<file path="config.mk">
export PLATFORM = sky130hd
export DESIGN_NAME = instr_encode_loader
export DESIGN_NICKNAME = d
export VERILOG_FILES = /design/src/rtl/instr_encode_loader.sv
export SDC_FILE = /design/constraint.sdc
export NUM_CORES = 1
export LEC_CHECK = 0
export ABC_AREA = 1
export CAP_MARGIN = 20
export CORE_AREA = 10 10 146 148
export DETAILED_ROUTE_END_ITERATION = 8
export DIE_AREA = 0 0 156 158
export PLACE_DENSITY_LB_ADDON = 0.2
export SYNTH_ARGS = -nofsm -noshare
export SYNTH_HDL_FRONTEND = slang
export SYNTH_SLANG_ARGS = --single-unit
</file>
<file path="constraint.sdc">
create_clock -name clk -period 6.7 [get_ports clk]
set_input_delay 0.67 -clock clk [delete_from_list [all_inputs] [get_ports clk]]
set_output_delay 0.67 -clock clk [all_outputs]
set_load 0.005 [all_outputs]
</file>
<file path="src/rtl/instr_encode_loader.sv">
// rtl/instr_encode_loader.sv - RV32I field encoder with FIFO-buffered instruction-memory loader (optional ENC_LEGAL_CHECK_EN)
module instr_encode_loader #(
    parameter int ADDR_W     = 32,
    parameter int FIFO_DEPTH = 4
) (
    input  logic              clk,
    input  logic              rst_n,
    input  logic              start,
    input  logic [ADDR_W-1:0] base_addr,
    input  logic              req_valid,
    output logic              req_ready,
    input  logic              req_last,
    input  logic [4:0]        op_code,
    input  logic [3:0]        sub_op_code,
    input  logic [4:0]        rd,
    input  logic [4:0]        rs1,
    input  logic [4:0]        rs2,
    input  logic [31:0]       imm,
    output logic              mem_we,
    output logic [ADDR_W-1:0] mem_addr,
    output logic [31:0]       mem_wdata,
    input  logic              mem_ready,
    output logic              busy,
    output logic              done,
    output logic              err,
    output logic [ADDR_W-1:0] instr_count
);
    localparam int PW = $clog2(FIFO_DEPTH);
    localparam logic [PW:0] PTR_ONE = {{PW{1'b0}}, 1'b1};

    localparam logic [1:0] S_IDLE  = 2'd0;
    localparam logic [1:0] S_RUN   = 2'd1;
    localparam logic [1:0] S_DRAIN = 2'd2;
    localparam logic [1:0] S_DONE  = 2'd3;

    logic [1:0]        r_state;
    logic [31:0]       r_fifo [FIFO_DEPTH];
    logic [PW:0]       r_wptr;
    logic [PW:0]       r_rptr;
    logic [ADDR_W-1:0] r_addr;
    logic [ADDR_W-1:0] r_count;

    logic [31:0] w_instr;
    logic [2:0]  w_f3;
    logic [6:0]  w_f7;
    logic        w_legal;
    logic        w_empty;
    logic        w_full;
    logic        w_active;
    logic        w_accept;
    logic        w_push;
    logic        w_pop;

    assign w_f3 = sub_op_code[2:0];
    assign w_f7 = {1'b0, sub_op_code[3], 5'b00000};

    // Unknown op_codes fall back to the I-type layout.
    always_comb begin
        w_instr = {imm[11:0], rs1, w_f3, rd, op_code, 2'b11};
        case (op_code)
            5'b01100: w_instr = {w_f7, rs2, rs1, w_f3, rd, op_code, 2'b11};
            5'b00100: begin
                if (w_f3 == 3'b001 || w_f3 == 3'b101)
                    w_instr = {w_f7, imm[4:0], rs1, w_f3, rd, op_code, 2'b11};
            end
            5'b01000: w_instr = {imm[11:5], rs2, rs1, w_f3, imm[4:0], op_code, 2'b11};
            5'b11000: w_instr = {imm[12], imm[10:5], rs2, rs1, w_f3, imm[4:1], imm[11],
                                 op_code, 2'b11};
            5'b01101, 5'b00101: w_instr = {imm[31:12], rd, op_code, 2'b11};
            5'b11011: w_instr = {imm[20], imm[10:1], imm[11], imm[19:12], rd, op_code, 2'b11};
            default: ;
        endcase
    end

`ifdef ENC_LEGAL_CHECK_EN
    always_comb begin
        w_legal = 1'b0;
        case (op_code)
            5'b01100, 5'b00100, 5'b00000, 5'b01000, 5'b11000,
            5'b11011, 5'b11001, 5'b01101, 5'b00101: w_legal = 1'b1;
            default: w_legal = 1'b0;
        endcase
    end
`else
    assign w_legal = 1'b1;
`endif

    assign w_empty  = (r_wptr == r_rptr);
    assign w_full   = (r_wptr[PW] != r_rptr[PW]) && (r_wptr[PW-1:0] == r_rptr[PW-1:0]);
    assign w_active = (r_state == S_RUN) || (r_state == S_DRAIN);
    assign req_ready = (r_state == S_RUN) && !w_full;
    assign w_accept = req_valid && req_ready;
    assign w_push   = w_accept && w_legal;
    assign mem_we   = w_active && !w_empty;
    assign w_pop    = mem_we && mem_ready;

    assign mem_wdata   = mem_we ? r_fifo[r_rptr[PW-1:0]] : 32'd0;
    assign mem_addr    = r_addr;
    assign instr_count = r_count;
    assign busy        = w_active;
    assign done        = (r_state == S_DONE);

    always_ff @(posedge clk) begin
        if (w_push)
            r_fifo[r_wptr[PW-1:0]] <= w_instr;
    end

    always_ff @(posedge clk or negedge rst_n) begin
        if (!rst_n) begin
            r_state <= S_IDLE;
            r_wptr  <= '0;
            r_rptr  <= '0;
            r_addr  <= '0;
            r_count <= '0;
        end else begin
            case (r_state)
                S_IDLE: begin
                    if (start) begin
                        r_addr  <= base_addr & ~ADDR_W'(3);
                        r_count <= '0;
                        r_state <= S_RUN;
                    end
                end
                S_RUN:   if (w_accept && req_last) r_state <= S_DRAIN;
                S_DRAIN: if (w_empty) r_state <= S_DONE;
                default: r_state <= S_IDLE;
            endcase
            if (w_push)
                r_wptr <= r_wptr + PTR_ONE;
            if (w_pop) begin
                r_rptr  <= r_rptr + PTR_ONE;
                r_addr  <= r_addr + ADDR_W'(4);
                r_count <= r_count + ADDR_W'(1);
            end
        end
    end

`ifdef ENC_LEGAL_CHECK_EN
    logic r_err;
    always_ff @(posedge clk or negedge rst_n) begin
        if (!rst_n)
            r_err <= 1'b0;
        else if (r_state == S_IDLE && start)
            r_err <= 1'b0;
        else if (w_accept && !w_legal)
            r_err <= 1'b1;
    end
    assign err = r_err;
`else
    assign err = 1'b0;
`endif

endmodule

</file>
Yosys cells after proc, flatten, opt, wreduce, memory -nomap -nowiden
Memories as Yosys holds them, arrays and structs flattened.
Index checks and enable logic that the tools add are counted.
{ "word_totals": {"mem_bits_rw": 128, "mem_bits_ro": 0, "inputBits": 94, "register_bits": 72, "out_inout_bits": 101, "memories": 1, "latchBits": 0} }
{ "mem_list": {"columns": ["name", "words", "word_bits", "read_ports", "rd_ports_with_merged_regs", "wr", "line", "rtl"], "rows": [
  ["r_fifo", 4, 32, 1, 0, 1, "37", "logic [31:0] r_fifo [FIFO_DEPTH];"]
]} }
{ "op_classes": {"n_mux": 15, "n_bitwise": 0, "order_cmp": 0, "n_addsub": 4, "n_shift": 0, "eq_ne": 18, "mul": 0, "n_div": 0, "n_reduce_logical": 16} }
{ "ops": {"columns": ["operator", "n"], "rows": [
  ["$mux W32", 8],
  ["$pmux W32 S6", 1],
  ["$add A32 B1 Y32 const B", 1],
  ["$add A32 B3 Y32 const B", 1],
  ["$eq A5 B4 Y1 const B", 3],
  ["$eq A5 B3 Y1 const B", 2],
  ["$eq A5 B5 Y1 const B", 2],
  ["$add A3 B1 Y3 const B", 2],
  ["$logic_and A1 B1 Y1", 6],
  ["$mux W2", 3],
  ["$pmux W2 S3", 1],
  ["$eq A2 B2 Y1 const B", 2],
  ["$ne A2 B2 Y1 const B", 2],
  ["$reduce_bool A2 Y1", 2],
  ["$eq A3 B1 Y1 const B", 1],
  ["$eq A3 B3 Y1", 1],
  ["$eq A3 B3 Y1 const B", 1],
  ["$reduce_and A3 Y1", 1],
  ["$eq A2 B1 Y1 const B", 1],
  ["$eq A2 B2 Y1", 1],
  ["$logic_not A1 Y1", 2],
  ["$logic_not A2 Y1", 1],
  ["$logic_or A1 B1 Y1", 2],
  ["$mux W1", 2],
  ["4 further kinds", 4]
]} }

Logic depth before layout (Yosys ltp)
Gate-level depths: netlist of run 1.
{ "depth": {"ltp_word": 8, "depth_mapped": 12, "depth_no_buf": 9} }

Least setup slack after synthesis of run 1
No wires, ideal clock.
{ "synth_timing": {"path_kind": "register to register", "startpoint": "register r_rptr[0]", "endpoint": "memory r_fifo[3][10] (enable)", "t_arrival_ps": 2320, "t_required_ps": 6280, "path_stages_with_launch": 7, "setup_slack_ps": 3960, "path_cell_list": "dfrtp_1 buf_4 nand2_1 nand2_1 nand3_1 nand3_1 nor2_1"} }
{ "synth_between": {"elab_chain_cells": 7} }
{ "synth_lines": {"columns": ["element", "line", "rtl"], "rows": [
  ["start, declared", "39", "logic [PW:0] r_rptr;"],
  ["start signal, assigned", "131", "r_rptr <= r_rptr + PTR_ONE;"],
  ["$eq A2 B2 Y1", "89", "assign w_full = (r_wptr[PW] != r_rptr[PW]) && (r_wptr[PW-1:0] == r_rptr[PW-1:0]);"],
  ["$logic_and A1 B1 Y1", "89", null],
  ["$logic_not A1 Y1", "91", "assign req_ready = (r_state == S_RUN) && !w_full;"],
  ["$logic_and A1 B1 Y1", "91", null],
  ["$logic_and A1 B1 Y1", "92", "assign w_accept = req_valid && req_ready;"],
  ["$mux W1", "104", "if (w_push)"],
  ["$mux W1 (not written as such)", "105", "r_fifo[r_wptr[PW-1:0]] <= w_instr;"],
  ["end, declared", "37", null]
]} }
Every way passes these cells.

Worst setup path after layout of run 1
{ "layout_timing": {"startpoint": "register r_rptr[0]", "endpoint": "output mem_wdata[7]"} }
{ "layout_between": {"elab_chain_cells": 4, "elab_cells_between_ends": 5, "classes_between": "eq/ne: 1; mux: 1; reduce/logical: 2; memory: 1"} }
{ "layout_lines": {"columns": ["element", "line", "rtl"], "rows": [
  ["$eq A3 B3 Y1", "88", "assign w_empty = (r_wptr == r_rptr);"],
  ["$logic_not A1 Y1", "94", "assign mem_we = w_active && !w_empty;"],
  ["$logic_and A1 B1 Y1", "94", null],
  ["$mux W32 *", "97", "assign mem_wdata = mem_we ? r_fifo[r_rptr[PW-1:0]] : 32'd0;"],
  ["end, declared", "21", "output logic [31:0] mem_wdata,"]
]} }
Every way passes the cells marked *; elsewhere a longest branch is shown, timed or not.

==> results of run 1 <==
## layer usage
layer / global-route usage (%) / wire, um / vias up
li1: - / - / 4379
met1: 26.2 / 11300 / 4010
met2: 36.8 / 13100 / 293
met3: 6.16 / 2150 / 24
met4: 6.21 / 354 / 0
met5: 0 / 0 / -
## registers in the layout, summed over array words and instances, names as in the netlist
| name | count |
|---|---|
| r_fifo | 120 |
| instr_count | 32 |
| mem_addr | 30 |
| r_rptr | 3 |
| r_wptr | 3 |
| r_state | 2 |
## power by group
group          total [mW]  internal [mW]  switching, mW
sequential           1.66           1.47          0.193
clock                1.02          0.511          0.508
combinational        2.12          0.928           1.19
total                4.80           2.91           1.89
## kinds of logic after synthesis
kind of cell	count (synthesis)	share of synthesized area, %
buffers and inverters	149	6.21
other	1	0.0374
flip-flops	190	53.4
AND/OR/NAND/NOR	709	28.7
XOR/XNOR	28	2.45
AO/OA/AOI/OAI	148	7.82
adder cells (fa/ha/maj)	11	1.37
## layout by cell type, fill, tap and decap left out, drive strengths merged
cell,n
nand2,359
or2,3
nor2,221
clkdlybuf4s50,188
buf,9
ha,11
o21ai,79
o221ai,1
nand3b,5
nand4,4
nand3,102
o22ai,16
nor3,12
xor2,22
clkbuf,17
edfxtp,120
o211ai,6
a31oi,1
clkinv,5
conb,3
inv,115
o21bai,1
dfrtp,70
a21oi,44
and2,3
xnor2,6
## final timing paths
path                       startpoint         endpoint  depth (start not counted)
setup / recovery            r_rptr[0]     mem_wdata[7]                          9
hold / removal                  rst_n  instr_count[26]                          2
hold reg to reg             r_wptr[2]        r_wptr[2]                          1
max in group asynchronous       rst_n        r_rptr[0]                          2
setup reg to reg            r_rptr[0]        r_rptr[2]                          9
min in group clk            r_wptr[2]        r_wptr[2]                          1
## stage by stage
step | hold WS [ps] | cells | util, % | setup WS [ps]
after floorplan | 374 | 1238 | - | 3960
after global placement | 501 | 1625 | 65.3 | 3240
after detailed placement | 511 | 1625 | 65.3 | 3220
after CTS | 473 | 1657 | 68.6 | 2740
after global routing | 509 | 1657 | 68.6 | 2540
final | 433 | 1657 | 68.6 | 2760
## area by class of cell
cell class / count / share of cell area, %
well taps: 234 / 2.31
repair buffers: 197 / 15.4
flip-flops and latches: 190 / 42.3
multi-input cells: 899 / 32.1
inverters: 105 / 3.13
clock buffers: 17 / 3.36
clock inverters: 15 / 1.40
==> summary.txt, run 1 <==
Placed design
  • Detailed placer's ending HPWL: 18700 um
  • # port buffers: 189
  • Area after DPL: 0.0121 mm^2
  • Final GP Congestion: 0.946

Synth
  • Library cells used by synthesis: 34
  • Number of synthesized flops with an enable pin: 120
  • Asr flop ratio synth: 36.8%
  • Synth top area share: 36.0%
  • Count leader, synth: nand2_1
  • Yosys warning count: 0
  • Gate Count Post-Synth: 1236
  • Cell taking the most area after synthesis: edfxtp_1
  • Cell Area, Synth: 0.0100 mm^2
  • Dominant cells by area after synthesis: edfxtp_1, dfrtp_1, nand2_1
  • Sequential cell area fraction in the yosys report: 53.4%
  • Post-synthesis register bit count: 190
  • Primary FF master, synth: edfxtp_1
  • Avg Synthesized Cell Area: 8.11 um^2
  • Synth cell count leaders: nand2_1, nor2_1, edfxtp_1

Clock tree
  • Clock Sinks: 190
  • Worst skew pair latency: 440 ps
  • Post-CTS setup buffers: 0
  • Post-CTS Hold Buffers: 0
  • Htree depth: 4
  • Worst-path clk slew: 80 ps
  • Post-cts resize count: 0
  • Root buffer cell: clkbuf_16
  • Maximum buffer depth of the clock tree: 2
  • CTS tree: done
  • CTS buffer count: 17

Route
  • Post-DRT Antenna Nets: 0
  • DR WL/cell: 16.2 um
  • Drt pass-1 iters: 5
  • Vias: 8706
  • DR DRC count: 0
  • Iteration-0 DRC Markers: 669
  • WL final: 26900 um
  • DR vias/cell: 5.25

Floorplan
  • Initial Util: 54.3%
  • Die footprint: 0.0246 mm^2
  • Row Count: 50
  • Core region area: 0.0185 mm^2
  • Die Wd: 156 um
  • I/O pins: 195
  • Die Y: 158 um

STA
  • Max Slew Vio Count: 0
  • Finish-stage setup viols: 0
  • RSZ-0062 raised after global routing: false
  • Slew of the pin with the lowest slew margin: 951 ps
  • Hold violation count in the final report: 0
  • Relative slew slack: 36.5%
  • Total Neg Setup Slack: 0 ps
  • Final period utilization: 58.9%
  • Fmax: 253 MHz
  • Setup skew after layout: 13.4 ps
  • Minimum clock period: 3950 ps

Worst setup path
  • Required time of the critical path: 6030 ps
  • Gate family responsible for the most delay along the worst path: buffers and inverters
  • WS Path Type: flop to output port
  • Crit path buf inv count: 4
  • CP Launch Type: flop
  • Crit-path max FO: 63
  • Worst setup EP type: output port
  • Critical-path cell list: buf_4 -> inv_4 -> nand2_1 -> nand2_1 -> nand3_2 -> nand2_1 -> buf_4 -> a21oi_1 -> clkdlybuf4s50_1
  • Reg2reg setup slack: 3480 ps
  • Worst path slowest cell: buf_4
  • Crit path largest cell delay: 570 ps
  • CP most frequent cell: nand2_1
  • CP arrival: 3280 ps

Global routing
  • Largest net degree at the start of global routing: 71
  • GR Overflow Total: 0
  • Initial antenna violation count: 0
  • Number of global-route vias before repair: 8473
  • First-pass GRT wire length: 42900 um
  • Total track usage: 21.6%

Final layout
  • Fillers: 1490
  • Fin area: 0.0127 mm^2
  • Share of post-route cells with drive strength above 1: 4.15%
  • Register area: 0.00536 mm^2
  • Multi-input gate area: 0.00406 mm^2
  • P&R area growth vs syn: 26.3%
  • Inserted Diodes: 0
  • # nets final: 1515

Pwr
  • Leakage: 5.12 nW
  • Worst vdd ir: 0.000225 V
  • Tot Pwr: 4.80 mW
  • P per Cell Area: 379 mW/mm^2

Hold path
  • Worst Hold Class: primary input to async pin

Outcome
  • Status: completed

Job
  • Max-cap viol count: 0
Note: power is estimated with default switching activity, not from simulation.
==> run 2: changes to the inputs <==
Settings changed: CORE_AREA 10 10 146 148 to 10 10 156 158, DIE_AREA 0 0 156 158 to 0 0 166 168.
Clock period 6.7 ns to 3.6 ns, I/O delays scaled along.
==> summary.txt, run 2 (synthesized netlist as in run 1, its figures left out) <==
Global routing
  • Largest net degree at the start of global routing: 52
  • Total track usage: 19.0%
  • First-pass GRT wire length: 43800 um
  • GR Overflow Total: 0
  • Number of global-route vias before repair: 8428
  • Initial antenna violation count: 0

Floorplan
  • Core region area: 0.0214 mm^2
  • Initial Util: 46.8%
  • I/O pins: 195
  • Die footprint: 0.0279 mm^2
  • Die Wd: 166 um
  • Row Count: 54
  • Die Y: 168 um

Placed design
  • Detailed placer's ending HPWL: 19300 um
  • # port buffers: 189
  • Final GP Congestion: 0.930
  • Placed cells: 1676

STA
  • Setup skew after layout: 14.0 ps
  • Slew of the pin with the lowest slew margin: 947 ps
  • Minimum clock period: 3250 ps
  • WHS: 480 ps
  • Relative slew slack: 36.8%
  • RSZ-0062 raised after global routing: false
  • Final period utilization: 90.3%
  • Max Slew Vio Count: 0
  • Finish-stage setup viols: 0
  • Total Neg Setup Slack: 0 ps
  • Hold violation count in the final report: 0
  • Fmax: 308 MHz

Route
  • Drt pass-1 iters: 5
  • DR WL/cell: 16.0 um
  • DR DRC count: 0
  • Vias: 8742
  • Metal-1 WL: 11800 um
  • Met2 WL: 13100 um
  • WL met3: 1960 um
  • DR vias/cell: 5.12
  • Top Layer Used: met4
  • WL final: 27400 um
  • Post-DRT Antenna Nets: 0
  • Iteration-0 DRC Markers: 583

Pwr
  • P per Cell Area: 706 mW/mm^2
  • Worst vdd ir: 0.000337 V
  • Leakage: 5.16 nW

Clock tree
  • CTS tree: done
  • Clock Sinks: 190
  • CTS buffer count: 17
  • Maximum buffer depth of the clock tree: 2
  • Worst-path clk slew: 80 ps
  • Worst skew pair latency: 440 ps
  • Post-CTS setup buffers: 0
  • Root buffer cell: clkbuf_16
  • Htree depth: 4

Worst setup path
  • Reg-to-Reg Start: r_rptr[1]
  • Critical path launch point: r_rptr[1]
  • WS Path Type: flop to output port
  • Reg2reg setup slack: 810 ps
  • CP arrival: 2890 ps
  • Worst r2r dst: r_rptr[2]
  • CP Launch Type: flop
  • Crit-path max FO: 33
  • CP endpoint: mem_wdata[7]
  • Worst Reg-to-Reg Cells: 9
  • Required time of the critical path: 3240 ps
  • Worst setup EP type: output port

Final layout
  • Most common cell after layout, fill and taps aside: nand2_1
  • P&R area growth vs syn: 27.6%
  • Most frequent cells in the layout: nand2_1, nor2_1, clkdlybuf4s50_1, edfxtp_1
  • Share of post-route cells with drive strength above 1: 4.48%
  • Final cell count without fillers: 1709
  • # nets final: 1521
  • Post-layout util: 59.7%
  • Fillers: 1895
  • Inserted Diodes: 0
  • Max reg flops: 120

Outcome
  • Status: completed

Hold path
  • Worst Hold Class: primary input to flop

Job
  • Max-cap viol count: 0
==> run 2: repair_timing <==
action                    in CTS  in global routing
resized for setup              0                  0
hold endpoints to repair      28                  0
hold buffers                   1                  0
==> run 2: worst min path at each step <==
stage / start / to / slack (ps) / cells after the start
2_1_floorplan: rst_n / instr_count[0] / 60 / 0
3_3_place_gp: rst_n / instr_count[16] / 430 / 1
3_5_place_dp: rst_n / instr_count[16] / 430 / 1
4_1_cts: base_addr[19] / mem_addr[19] / 470 / 3
5_1_grt: base_addr[8] / mem_addr[8] / 490 / 3
6_report: base_addr[19] / mem_addr[19] / 480 / 3
==> run 2: per-layer routing <==
layer,global-route usage [%],vias up
met3,4.33,34
li1,-,4382
met4,5.89,0
met2,32.1,310
met1,23.8,4016
met5,0,-
==> run 2: final cells by class <==
type                    count  area (um^2)  area share [%]
inverters                 105          397            3.10
clock inverters            15          206            1.61
repair buffers            203         1990            15.6
flip-flops and latches    190         5360            41.9
well taps                 280          350            2.74
multi-input cells         899         4060            31.7
clock buffers              17          425            3.33
==> run 2: power breakdown <==
group	switching (mW)	leakage [nW]	internal, mW
clock	0.989	0.306	0.978
sequential	0.403	2.00	2.73
combinational	2.19	2.86	1.74
==> run 2: per-stage QoR <==
| step | cell area, um^2 | total power [mW] | setup slack (ps) |
|---|---|---|---|
| detailed placement | 12100 | 7.16 | 762 |
| floorplan | 10000 | 5.25 | 860 |
| global placement | 12100 | 7.08 | 764 |
| CTS | 12800 | 9.13 | 313 |
| finish | 12800 | 9.03 | 351 |
| global route | 12800 | 9.67 | 201 |
==> run 2: worst max-delay path, stage by stage, from the launching register on <==
cell	delay, ps
dfrtp_1	320
buf_4	390
inv_2	230
nand2_1	120
nand2_1	80
nand3_2	100
nand2_1	60
buf_4	260
a21oi_1	310
clkdlybuf4s50_1	580
